**src/rtl/mips_cpu_pkg.sv**
```systemverilog
// Shared definitions for the MIPS CPU multiply/divide datapath.
package mips_cpu_pkg;

    typedef enum logic [1:0] {
        OP_MULT  = 2'b00,
        OP_MULTU = 2'b01,
        OP_DIV   = 2'b10,
        OP_DIVU  = 2'b11
    } md_op_e;

    typedef enum logic [1:0] {
        S_IDLE,
        S_CALC,
        S_FIX,
        S_DONE
    } md_state_e;

    localparam int MD_ITERS = 32;

endpackage

```
**src/rtl/mips_cpu_multdiv.sv**
```systemverilog
// Iterative MULT/MULTU/DIV/DIVU unit feeding the HI/LO registers.
// Shift-add multiply and restoring divide share one 64-bit accumulator.
module mips_cpu_multdiv
    import mips_cpu_pkg::*;
(
    input  logic        clk,
    input  logic        reset,
    input  logic        start,
    input  logic [1:0]  op,
    input  logic [31:0] a,
    input  logic [31:0] b,
    output logic        busy,
    output logic        done,
    output logic [31:0] hi_out,
    output logic [31:0] lo_out,
    output logic        hi_en,
    output logic        lo_en
);

    md_state_e   state_q, state_d;
    logic        is_div_q, is_div_d;
    logic        sa_q, sa_d;
    logic        sb_q, sb_d;
    logic [31:0] ma_q, ma_d;
    logic [31:0] mb_q, mb_d;
    logic [63:0] acc_q, acc_d;
    logic [4:0]  count_q, count_d;
    logic        busy_q, busy_d;
    logic        done_q, done_d;
    logic [31:0] hi_q, hi_d;
    logic [31:0] lo_q, lo_d;

    md_op_e      op_e;
    logic        signed_op;
    logic [4:0]  bit_idx;
    logic [32:0] rem_sh;
    logic [32:0] trial;
    logic [63:0] prod_neg;

    always_comb begin
        op_e      = md_op_e'(op);
        signed_op = (op_e == OP_MULT) || (op_e == OP_DIV);
        bit_idx   = 5'd31 - count_q;
        rem_sh    = {acc_q[63:32], ma_q[bit_idx]};
        trial     = rem_sh - {1'b0, mb_q};
        prod_neg  = -acc_q;

        state_d  = state_q;
        is_div_d = is_div_q;
        sa_d     = sa_q;
        sb_d     = sb_q;
        ma_d     = ma_q;
        mb_d     = mb_q;
        acc_d    = acc_q;
        count_d  = count_q;
        hi_d     = hi_q;
        lo_d     = lo_q;

        unique case (state_q)
            S_IDLE: begin
                if (start) begin
                    is_div_d = (op_e == OP_DIV) || (op_e == OP_DIVU);
                    sa_d     = signed_op & a[31];
                    sb_d     = signed_op & b[31];
                    ma_d     = sa_d ? -a : a;
                    mb_d     = sb_d ? -b : b;
                    acc_d    = '0;
                    count_d  = '0;
                    state_d  = S_CALC;
                end
            end
            S_CALC: begin
                if (is_div_q) begin
                    // quotient bits shift into acc[31:0], remainder lives in acc[63:32]
                    acc_d = trial[32] ? {rem_sh[31:0], acc_q[30:0], 1'b0}
                                      : {trial[31:0], acc_q[30:0], 1'b1};
                end else begin
                    acc_d = {acc_q[62:0], 1'b0}
                          + (mb_q[bit_idx] ? {32'd0, ma_q} : 64'd0);
                end
                count_d = count_q + 5'd1;
                if (count_q == 5'(MD_ITERS - 1)) begin
                    state_d = S_FIX;
                end
            end
            S_FIX: begin
                if (is_div_q) begin
                    if (mb_q == 32'd0) begin
                        lo_d = 32'hFFFF_FFFF;
                        hi_d = sa_q ? -ma_q : ma_q;
                    end else begin
                        lo_d = (sa_q ^ sb_q) ? -acc_q[31:0] : acc_q[31:0];
                        hi_d = sa_q ? -acc_q[63:32] : acc_q[63:32];
                    end
                end else begin
                    {hi_d, lo_d} = (sa_q ^ sb_q) ? prod_neg : acc_q;
                end
                state_d = S_DONE;
            end
            S_DONE: begin
                state_d = S_IDLE;
            end
            default: begin
                state_d = S_IDLE;
            end
        endcase

        busy_d = (state_d != S_IDLE);
        done_d = (state_d == S_DONE);
    end

    always_ff @(posedge clk) begin
        if (reset) begin
            state_q  <= S_IDLE;
            is_div_q <= 1'b0;
            sa_q     <= 1'b0;
            sb_q     <= 1'b0;
            ma_q     <= '0;
            mb_q     <= '0;
            acc_q    <= '0;
            count_q  <= '0;
            busy_q   <= 1'b0;
            done_q   <= 1'b0;
            hi_q     <= '0;
            lo_q     <= '0;
        end else begin
            state_q  <= state_d;
            is_div_q <= is_div_d;
            sa_q     <= sa_d;
            sb_q     <= sb_d;
            ma_q     <= ma_d;
            mb_q     <= mb_d;
            acc_q    <= acc_d;
            count_q  <= count_d;
            busy_q   <= busy_d;
            done_q   <= done_d;
            hi_q     <= hi_d;
            lo_q     <= lo_d;
        end
    end

    assign busy   = busy_q;
    assign done   = done_q;
    assign hi_en  = done_q;
    assign lo_en  = done_q;
    assign hi_out = hi_q;
    assign lo_out = lo_q;

endmodule

```
**config.mk**
```make
export PLATFORM = sky130hd
export DESIGN_NAME = mips_cpu_multdiv
export DESIGN_NICKNAME = d
export VERILOG_FILES = /design/src/rtl/mips_cpu_pkg.sv /design/src/rtl/mips_cpu_multdiv.sv
export SDC_FILE = /design/constraint.sdc
export NUM_CORES = 1
export LEC_CHECK = 0
export ABC_AREA = 1
export CAP_MARGIN = 15
export CORE_MARGIN = 3
export CORE_UTILIZATION = 35
export CTS_BUF_LIST = sky130_fd_sc_hd__clkbuf_8 sky130_fd_sc_hd__clkbuf_16
export DETAILED_ROUTE_END_ITERATION = 12
export PLACE_DENSITY = 0.62
export SLEW_MARGIN = 0
export SYNTH_ARGS = -nofsm -noshare
export SYNTH_HDL_FRONTEND = slang
export SYNTH_SLANG_ARGS = --single-unit
```
**constraint.sdc**
```tcl
create_clock -name clk -period 4.84 [get_ports clk]
set_clock_uncertainty 0.15 [all_clocks]
set_input_delay 0.726 -clock clk [delete_from_list [all_inputs] [get_ports clk]]
set_output_delay 0.726 -clock clk [all_outputs]
set_load 0.02 [all_outputs]
```
## Word level (Yosys, flattened, before mapping)

Index checks and enable logic that the tools add are counted.

| word-level totals | value |
|---|---|
| memory bits (read-only) | 0 |
| RAM bits | 0 |
| bits of input ports | 69 |
| word-level logic and storage cells | 67 |
| latch bits | 0 |
| register bits | 204 |
| memories | 0 |

| operators by class | value |
|---|---|
| muxes and demuxes | 24 |
| $lt $le $gt $ge | 1 |
| reduce and logical (&&, ||, !) cells | 9 |
| $add $sub $neg | 10 |
| div/mod/pow operators | 0 |
| bitwise logic cells | 3 |
| equal/unequal tests | 8 |
| shifts and indexed selects | 0 |
| $mul | 0 |

Operator list:

| cell | count |
|---|---|
| 32-bit two-way mux | 10 |
| 64-bit two-way mux | 4 |
| 32-bit negation | 5 |
| 64-bit case mux with 2 select lines | 1 |
| 64-bit by 32-bit adder with 64-bit output | 1 |
| 64-bit negation | 1 |
| 33-bit by 32-bit subtractor with 33-bit output | 1 |
| 32-bit logical NOT | 1 |
| 1-bit binary-select mux with 5-bit select | 2 |
| 2-bit == test (second input constant) | 5 |
| 5-bit case mux with 2 select lines | 1 |
| 2-bit case mux with 4 select lines | 1 |
| 5-bit by 6-bit < comparator with 1-bit output (second input constant) | 1 |
| 5-bit by 1-bit adder with 5-bit output (second input constant) | 1 |
| 5-bit == test (second input constant) | 1 |
| 5-bit two-way mux | 1 |
| 5-bit subtractor (first input constant) | 1 |
| 2-bit logical NOT | 2 |
| 2-bit two-way mux | 2 |
| 2-bit AND reduction | 2 |
| 2-bit nonzero test | 2 |
| 1-bit AND | 2 |
| 2-bit by 1-bit == test with 1-bit output (second input constant) | 1 |
| 1-bit logical OR | 2 |
| 3 further kinds | 4 |

## Depth between registers and ports, before layout

Gate-level depths: netlist of the first run.

| logic depth | value |
|---|---|
| word-level depth | 7 |
| gate-level depth with buffers | 30 |

## Least setup slack after synthesis of the first run

Ideal clock, no wire load.

| path | value |
|---|---|
| kind | flip-flop to flip-flop |
| start | reg count_q[1] |
| end | reg acc_q[41] |
| slack | 1.401 ns |
| cell stages (with the launch flop) | 27 |
| required time | 4.558 ns |
| arrival time | 3.157 ns |
| cell sequence | dfxtp_1 -> buf_2 -> clkinv_1 -> buf_2 -> a21oi_1 -> o21ai_0 -> nand2_1 -> a21oi_1 -> o31ai_1 -> nand3_1 -> nand2_1 -> buf_2 -> nor2_1 -> ha_1 -> fa_1 -> nand3_1 -> nand3_1 -> nand2_1 -> nand2_1 -> nand2_1 -> nand2_1 -> nand2_1 -> nand2_1 -> nand3_1 -> nand3_1 -> nand3_1 -> a21oi_1 |

| on the way | value |
|---|---|
| word-level cells in the longest chain between the ends | 7 |
| elaborated cells on any way between the ends | 11 |
| those cells by class | 3 x add/sub; 8 x mux |

RTL lines:

| element | RTL line | RTL |
|---|---|---|
| start: declaration | mips_cpu_multdiv.sv:27 | `logic [4:0] count_q, count_d;` |
| start signal: assignment | mips_cpu_multdiv.sv:134 | `count_q <= count_d;` |
| 5-bit subtractor (*) | mips_cpu_multdiv.sv:43 | `bit_idx = 5'd31 - count_q;` |
| 1-bit binary-select mux with 5-bit select, on equally long branches | mips_cpu_multdiv.sv:79, mips_cpu_multdiv.sv:44 |  |
| 1-bit two-way mux, on equally long branches | mips_cpu_multdiv.sv:79, mips_cpu_multdiv.sv:44 |  |
| 32-bit two-way mux or 33-bit by 32-bit subtractor with 33-bit output (tied branches) | mips_cpu_multdiv.sv:79, mips_cpu_multdiv.sv:45 |  |
| 64-bit by 32-bit adder with 64-bit output or 64-bit two-way mux (tied branches) | mips_cpu_multdiv.sv:79, mips_cpu_multdiv.sv:75 |  |
| 64-bit two-way mux (*) | mips_cpu_multdiv.sv:73 | `if (is_div_q) begin` |
| 64-bit case mux with 2 select lines (*) | mips_cpu_multdiv.sv:59 | `unique case (state_q)` |
| end signal: assignment | mips_cpu_multdiv.sv:120 | `acc_q <= '0;` |
| end signal: assignment | mips_cpu_multdiv.sv:133 | `acc_q <= acc_d;` |
| end: declaration | mips_cpu_multdiv.sv:26 | `logic [63:0] acc_q, acc_d;` |

Mark *: on every way between the ends. The rest lies on a longest branch, timed or not. The select of a mux whose other input is x is not followed.
A chain may end at the register's enable or synchronous reset.

## Worst setup path after layout of the first run

| path | value |
|---|---|
| start | reg count_q[1] |
| end | reg acc_q[63] |

Same word-level chain as after synthesis.

==> qor.csv, run 1 <==
metric;value;unit
Layout area overhead;13.6;%
RePlAce Congestion;1.01;
port bufs;136;
Worst Hold Slack;0.336;ns
fin crit period;4.40;ns
initial core utilization;35.6;%
Pwr Density;265;nW/um^2
Routed WL per cell;20.5;microns
Worst-Skew Late Latency;0.58;ns
DIE WIDTH;252;microns
simple-gate share of the synthesized area;40.7;%
Post-Route WL;96.7;mm
hpwl dp;76.3;mm
Flop pwr share;29.6;%
CTS Hold Bufs;0;
mapped cell area;21200;sq um
die area;63500;sq um
multi-input logic area;14200;sq um
Synth Register Bits;204;
largest net degree at the start of global routing;73;
Worst R2R Path Depth;23;
Crit path depth;23;
FFs w/ async S/R, synth;0;%
Compound-Gate Fraction of Synth Area;16.2;%
Setup TNS Final;0;ns
CP max FO;18;
TritonCTS Sinks;204;
status;finished, final reports clean;
Crit path max-delay family;simple AND/OR/NAND/NOR gates;
post-CTS resize count;0;
vias per std cell;5.42;
DRC;0;
fraction of layout cells with a size suffix above 1;4.18;%
power share of the clock group;30.3;%
CTS Buf Count;27;
Cells after Synth;3866;
nets;4068;
vias in the first global route;23009;
worst slew pin tran;1.15;ns
WP data arrival;4.65;ns
Crit Path Class;flip-flop to flip-flop;
RSZ-0062 raised after global routing;false;
Worst path slowest cell;ha_1;
most frequent CP cell;nand2_1;
Max VDD drop;0.266;mV
worst hold path type;flip-flop to flip-flop;
register area;4090;sq um
DR iter-0 viols;2895;
leakage power;0.0119;uW
GR Overflow Total;0;
Synth Net Count;4008;
Chip Height;252;microns
initial antenna violation count;7;
DRT antenna net count;0;
post-synthesis mux area share;0;%
switching share of power;43.9;%
# setup viols final;0;
Internal;3580;uW
Setup crit start;count_q[1];
NetSw;2800;uW
CP peak stage delay;0.39;ns
EDFF count, synth;0;
Comb power frac;40.1;%
largest family of logic cells by synthesized area;simple AND/OR/NAND/NOR gates;
Root Buffer;clkbuf_16;
first-pass GRT wire length;143;mm
syn avg cell area;5.48;sq um
r2r endpoint;acc_q[63];
Total GRT Usage;29.4;%
Buf/Inv on CP;2;
xor and xnor fraction of the mapped netlist area;5.50;%
synth warn;0;
Cell variety after synth;48;
I/O pins;137;
core area;59500;sq um
worst hold stages;2;
critical path required time;5.09;ns
H-tree depth;1;
critical-path cell list;clkinv_1 -> a21oi_1 -> o21ai_0 -> nand2_1 -> a21oi_1 -> o31ai_1 -> nand3_1 -> nand2_1 -> buf_4 -> nor2_1 -> ha_1 -> nand2_1 -> nor2_1 -> and2_1 -> nand2_1 -> nand2_1 -> nand2_1 -> nand2_1 -> nand2_1 -> nand3_1 -> nand3_1 -> nand3_1 -> a21oi_1;
TritonCTS clock tree;built;
crit path launch type;flip-flop;
max_slew headroom;23.2;%
DR pass1 iterations;6;
CP Capture Type;flip-flop;
Setup Buffers After CTS;0;
final hold vios;0;
fillers;6681;
Cell Rows;89;
Tcrit/Tclk final;90.8;%
Critical Path End;acc_q[63];
clk slew on worst S/H paths;0.06;ns
synthesized-area fraction occupied by adder cells;4.38;%
Fmax;227;MHz
CTS Buffer Depth;3;
Most used DFF post-synth;dfxtp_1;
Slew Viols, Final;0;
reg2reg setup slack;0.44;ns
RR Startpoint;count_q[1];
max-cap viol count;0;
via count;25569;
register area share after synthesis;19.3;%
-- cell usage in the layout (no fill, tap or decap), drive strengths merged, types with 13 or more instances in the layout --
cell type	count
dfxtp	204
clkdlybuf4s50	135
nand3	354
a31oi	13
o211ai	26
nor2	412
a21oi	312
nand2	1158
inv	590
nand4	55
clkinv	15
clkbuf	30
nor3	48
buf	56
ha	71
xnor2	26
o21ai	257
xor2	107
-- routing by layer --
metal,GRT usage [%],wire length (microns),vias up
li1,-,-,12427
met1,41.5,42200,11618
met2,45.6,41400,1269
met3,3.76,8750,245
met4,11.1,4240,10
met5,0,69,-
-- flip-flops by register name, indices dropped and copies added, names as in the netlist, 2 cells and up --
register and count:
acc_q 64, hi_out 32, lo_out 32, ma_q 32, mb_q 32, count_q 5
state_q 2
-- area by class of cell --
class	count	area share [%]
multi-input cells	2913	58.9
diodes	2	0.0208
inverters	589	9.19
well taps	773	4.02
flip-flops and latches	204	17.0
repair buffers	191	7.41
clock buffers	30	2.98
clock inverters	19	0.494
-- per-stage QoR --
stage | utilization, % | instances | setup slack, ns | area [sq um] | total power (uW)
final | 40.5 | 4721 | 0.443 | 24100 | 6380
after global routing | 40.5 | 4719 | 0.00969 | 24100 | 6700
after CTS | 40.5 | 4719 | 0.501 | 24100 | 6320
after detailed placement | 39.1 | 4670 | 0.504 | 23200 | 4390
after global placement | 39.1 | 4670 | 0.549 | 23200 | 4400
after floorplan | - | 3866 | 1.40 | 21200 | 3550
-- power groups by stage --
stage,registers (uW),clock network (uW),logic [uW]
final,1890,1930,2560
after floorplan,1840,0,1710
after global placement,1920,0,2480
after CTS,1880,1950,2490
after detailed placement,1920,0,2470
after global routing,1890,2020,2790
-- worst min path at each step --
stage | start | end | slack [ns]
after floorplan | sb_q | sb_q | 0.29
after global placement | sb_q | sb_q | 0.33
after detailed placement | sb_q | sb_q | 0.32
after CTS | sb_q | sb_q | 0.33
after global routing | lo_out[7] | lo_out[7] | 0.37
final | sb_q | sb_q | 0.34
-- logic make-up after synthesis --
| family | Yosys count |
|---|---|
| simple gates | 2064 |
| xor+xnor | 133 |
| flops | 204 |
| compound gates | 643 |
| buf+inv | 749 |
| fa+ha+maj | 73 |
-- synthesized netlist by cell type (all sizes together), types with 10 or more instances --
master,count,share of area [%]
xor2,107,4.4
buf,64,1.8
or2,10,0.30
dfxtp,204,19
nand3,354,8.4
ha,71,4.2
a31oi,13,0.38
nor3,48,1.2
inv,582,10
xnor2,26,1.1
a21oi,312,7.5
nand4,55,1.6
clkbuf,96,1.7
o31ai,10,0.35
nand2,1158,21
o21ai,257,6.1
nor2,412,7.5
o211ai,26,0.92
-- tightest hold or removal path: cells and delay by family (launching register included) --
family,cells,cell delay [ns]
AOI/OAI and AO/OA,1,0.06
buffers and inverters,1,0.07
DFF,1,0.31
No activity file was read; power rests on OpenSTA's default activity.
==> run 2: changes to the inputs <==
--- a/config.mk
+++ b/config.mk
@@ -11,7 +11,7 @@
 export CORE_UTILIZATION = 35
 export CTS_BUF_LIST = sky130_fd_sc_hd__clkbuf_8 sky130_fd_sc_hd__clkbuf_16
 export DETAILED_ROUTE_END_ITERATION = 12
-export PLACE_DENSITY = 0.62
+export PLACE_DENSITY_LB_ADDON = 0.12
 export SLEW_MARGIN = 0
 export SYNTH_ARGS = -nofsm -noshare
 export SYNTH_HDL_FRONTEND = slang
==> qor.csv, run 2 (synthesis results as in run 1) <==
metric;value;unit;change
status;finished, final reports clean;;
Top reg by flops;acc_q;;
reg2reg setup slack;0.48;ns;+0.04 ns
critical-path cell list;buf_4 -> o21ai_0 -> nand3_1 -> o21ai_0 -> nand2_1 -> nand3_1 -> nand2_1 -> buf_4 -> nor2_1 -> ha_1 -> nand2_1 -> nor2_1 -> nand3_1 -> nand3_1 -> nand2_1 -> nand2_1 -> nand2_1 -> nand2_1 -> nand2_1 -> nand2_1 -> nand2_1 -> nand3_1 -> a21oi_1;;
max reg flops;64;;unchanged
DR pass1 iterations;6;;unchanged
DIE WIDTH;252;microns;unchanged
CP peak stage delay;0.41;ns;+0.02 ns
worst slew pin tran;1.09;ns;-0.0635 ns
Max VDD drop;0.215;mV;-19%
die area;63500;sq um;unchanged
DRC;0;;unchanged
pre-CTS setup slack;0.513;ns;+0.00860 ns
Fmax;229;MHz;+0.88%
worst hold stages;2;;unchanged
commonest non-fill, non-tap cell in the layout;nand2_1;;
fraction of layout cells with a size suffix above 1;4.11;%;-0.074 points
CP Capture Type;flip-flop;;
Layout area overhead;14.0;%;
initial core utilization;35.6;%;unchanged
Hold Crit Start;acc_q[30];;
DRT antenna net count;0;;unchanged
crit path launch type;flip-flop;;
RR Startpoint;count_q[0];;
H-tree depth;1;;unchanged
max_slew headroom;27.5;%;+4.3 points
met2 GRT Util;46.8;%;+1.2 points
met3 GRT Util;4.78;%;+1.0 points
fin crit period;4.36;ns;-0.0382 ns
GR peak layer;met2;;
Post-Route WL;99.3;mm;+2.7%
fillers;6806;;+1.9%
register area;4090;sq um;unchanged
Slew Viols, Final;0;;unchanged
via count;25099;;-1.8%
I/O pins;137;;unchanged
largest net degree at the start of global routing;84;;+15%
first-pass GRT wire length;146;mm;+1.9%
TritonCTS clock tree;built;;
Total GRT Usage;30.1;%;+0.76 points
hpwl dp;78.8;mm;+3.3%
CTS Buffer Depth;3;;unchanged
CP max FO;58;;+40
port bufs;136;;unchanged
RePlAce Congestion;0.983;;-2.4%
leakage power;0.0120;uW;+0.29%
vias per std cell;5.32;;-1.8%
Tcrit/Tclk final;90.1;%;-0.79 points
WP data arrival;4.61;ns;-0.04 ns
DR iter-0 viols;2649;;-8.5%
worst hold path type;flip-flop to flip-flop;;
Worst-Skew Late Latency;0.58;ns;about the same
Worst path slowest cell;buf_4;;
vias in the first global route;22696;;-1.4%
Routed WL per cell;21.0;microns;+2.7%
Root Buffer;clkbuf_16;;
routing usage on met1;42.5;%;+1.1 points
max-cap viol count;0;;unchanged
RSZ-0062 raised after global routing;false;;
critical path required time;5.09;ns;about the same
r2r endpoint;acc_q[51];;
Crit Path Class;flip-flop to flip-flop;;
clk slew on worst S/H paths;0.06;ns;about the same
most frequent CP cell;nand2_1;;
TritonCTS Sinks;204;;unchanged
total power;6570;uW;+2.9%
Chip Height;252;microns;unchanged
Pwr Density;272;nW/um^2;+2.6%
most frequent cells in the layout;nand2_1, inv_1, nor2_1, nand3_1, a21oi_1;;
CTS Hold Bufs;0;;unchanged
GR Overflow Total;0;;unchanged
Cell Rows;89;;unchanged
Setup TNS Final;0;ns;unchanged
initial antenna violation count;5;;-2
post-CTS resize count;0;;unchanged
# setup viols final;0;;unchanged
core area;59500;sq um;unchanged
multi-input logic area;14200;sq um;unchanged
hold worst-path end;acc_q[30];;
CTS Buf Count;27;;unchanged
nets;4066;;-0.049%
setup ws final;0.481;ns;+0.0382 ns
Setup Buffers After CTS;0;;unchanged
Worst R2R Path Depth;23;;unchanged
final hold vios;0;;unchanged
-- run 2: cell count changes in the layout (fill, tap and decap cells not counted), sizes merged --
cell	previous run	this run
bufinv	0	3
clkinv	15	12
clkinvlp	3	2
inv	590	587
buf	56	54
clkbuf	30	34
-- run 2: final cells by class --
| cell class | instances | share of cell area (%) |
|---|---|---|
| multi-input combinational | 2913 | 58.7 |
| sequential | 204 | 16.9 |
| inverter | 589 | 9.16 |
| timing repair buffer | 189 | 7.33 |
| tap | 773 | 4.01 |
| clock buffer | 34 | 3.20 |
| clock inverter | 15 | 0.627 |
| antenna | 2 | 0.0207 |
-- run 2: worst max-delay path by stage --
stage	depth (start not counted)	start	end	slack [ns]
after global placement	24	count_q[0]	acc_q[51]	0.47
after global routing	24	count_q[0]	acc_q[51]	0.11
after detailed placement	23	count_q[0]	acc_q[51]	0.51
after floorplan	26	count_q[1]	acc_q[41]	1.40
final	23	count_q[0]	acc_q[51]	0.48
after CTS	21	count_q[0]	acc_q[51]	0.49
-- run 2: where the power goes --
part | internal [uW] | switching, uW | leakage (uW) | total (uW)
clock | 1270 | 845 | 0.000469 | 2120
sequential | 1760 | 140 | 0.00166 | 1900
combinational | 750 | 1800 | 0.00983 | 2550
-- run 2: layer usage --
metal / routed length (microns) / part of all wire, % / up-vias
li1: - / - / 12414
met1: 44700 / 45 / 11507
met2: 42700 / 43 / 995
met3: 8290 / 8.3 / 177
met4: 3540 / 3.6 / 6
met5: 41 / 0.041 / -
-- run 2: through the flow --
stage,area [sq um],hold WS (ns),util [%],instances
3_5_place_dp,23200,0.329,39.0,4668
2_1_floorplan,21200,0.294,-,3866
6_report,24100,0.339,40.6,4719
3_3_place_gp,23200,0.327,39.0,4668
4_1_cts,24100,0.340,40.6,4717
5_1_grt,24100,0.376,40.6,4718
-- run 2: worst max-delay path: cells and delay by family (launching register included) --
kind | cells | cell delay, ns
AND/OR/NAND/NOR | 17 | 2.35
buffers and inverters | 2 | 0.66
adder cells (fa/ha/maj) | 1 | 0.38
flip-flops | 1 | 0.33
AO/OA/AOI/OAI | 3 | 0.30
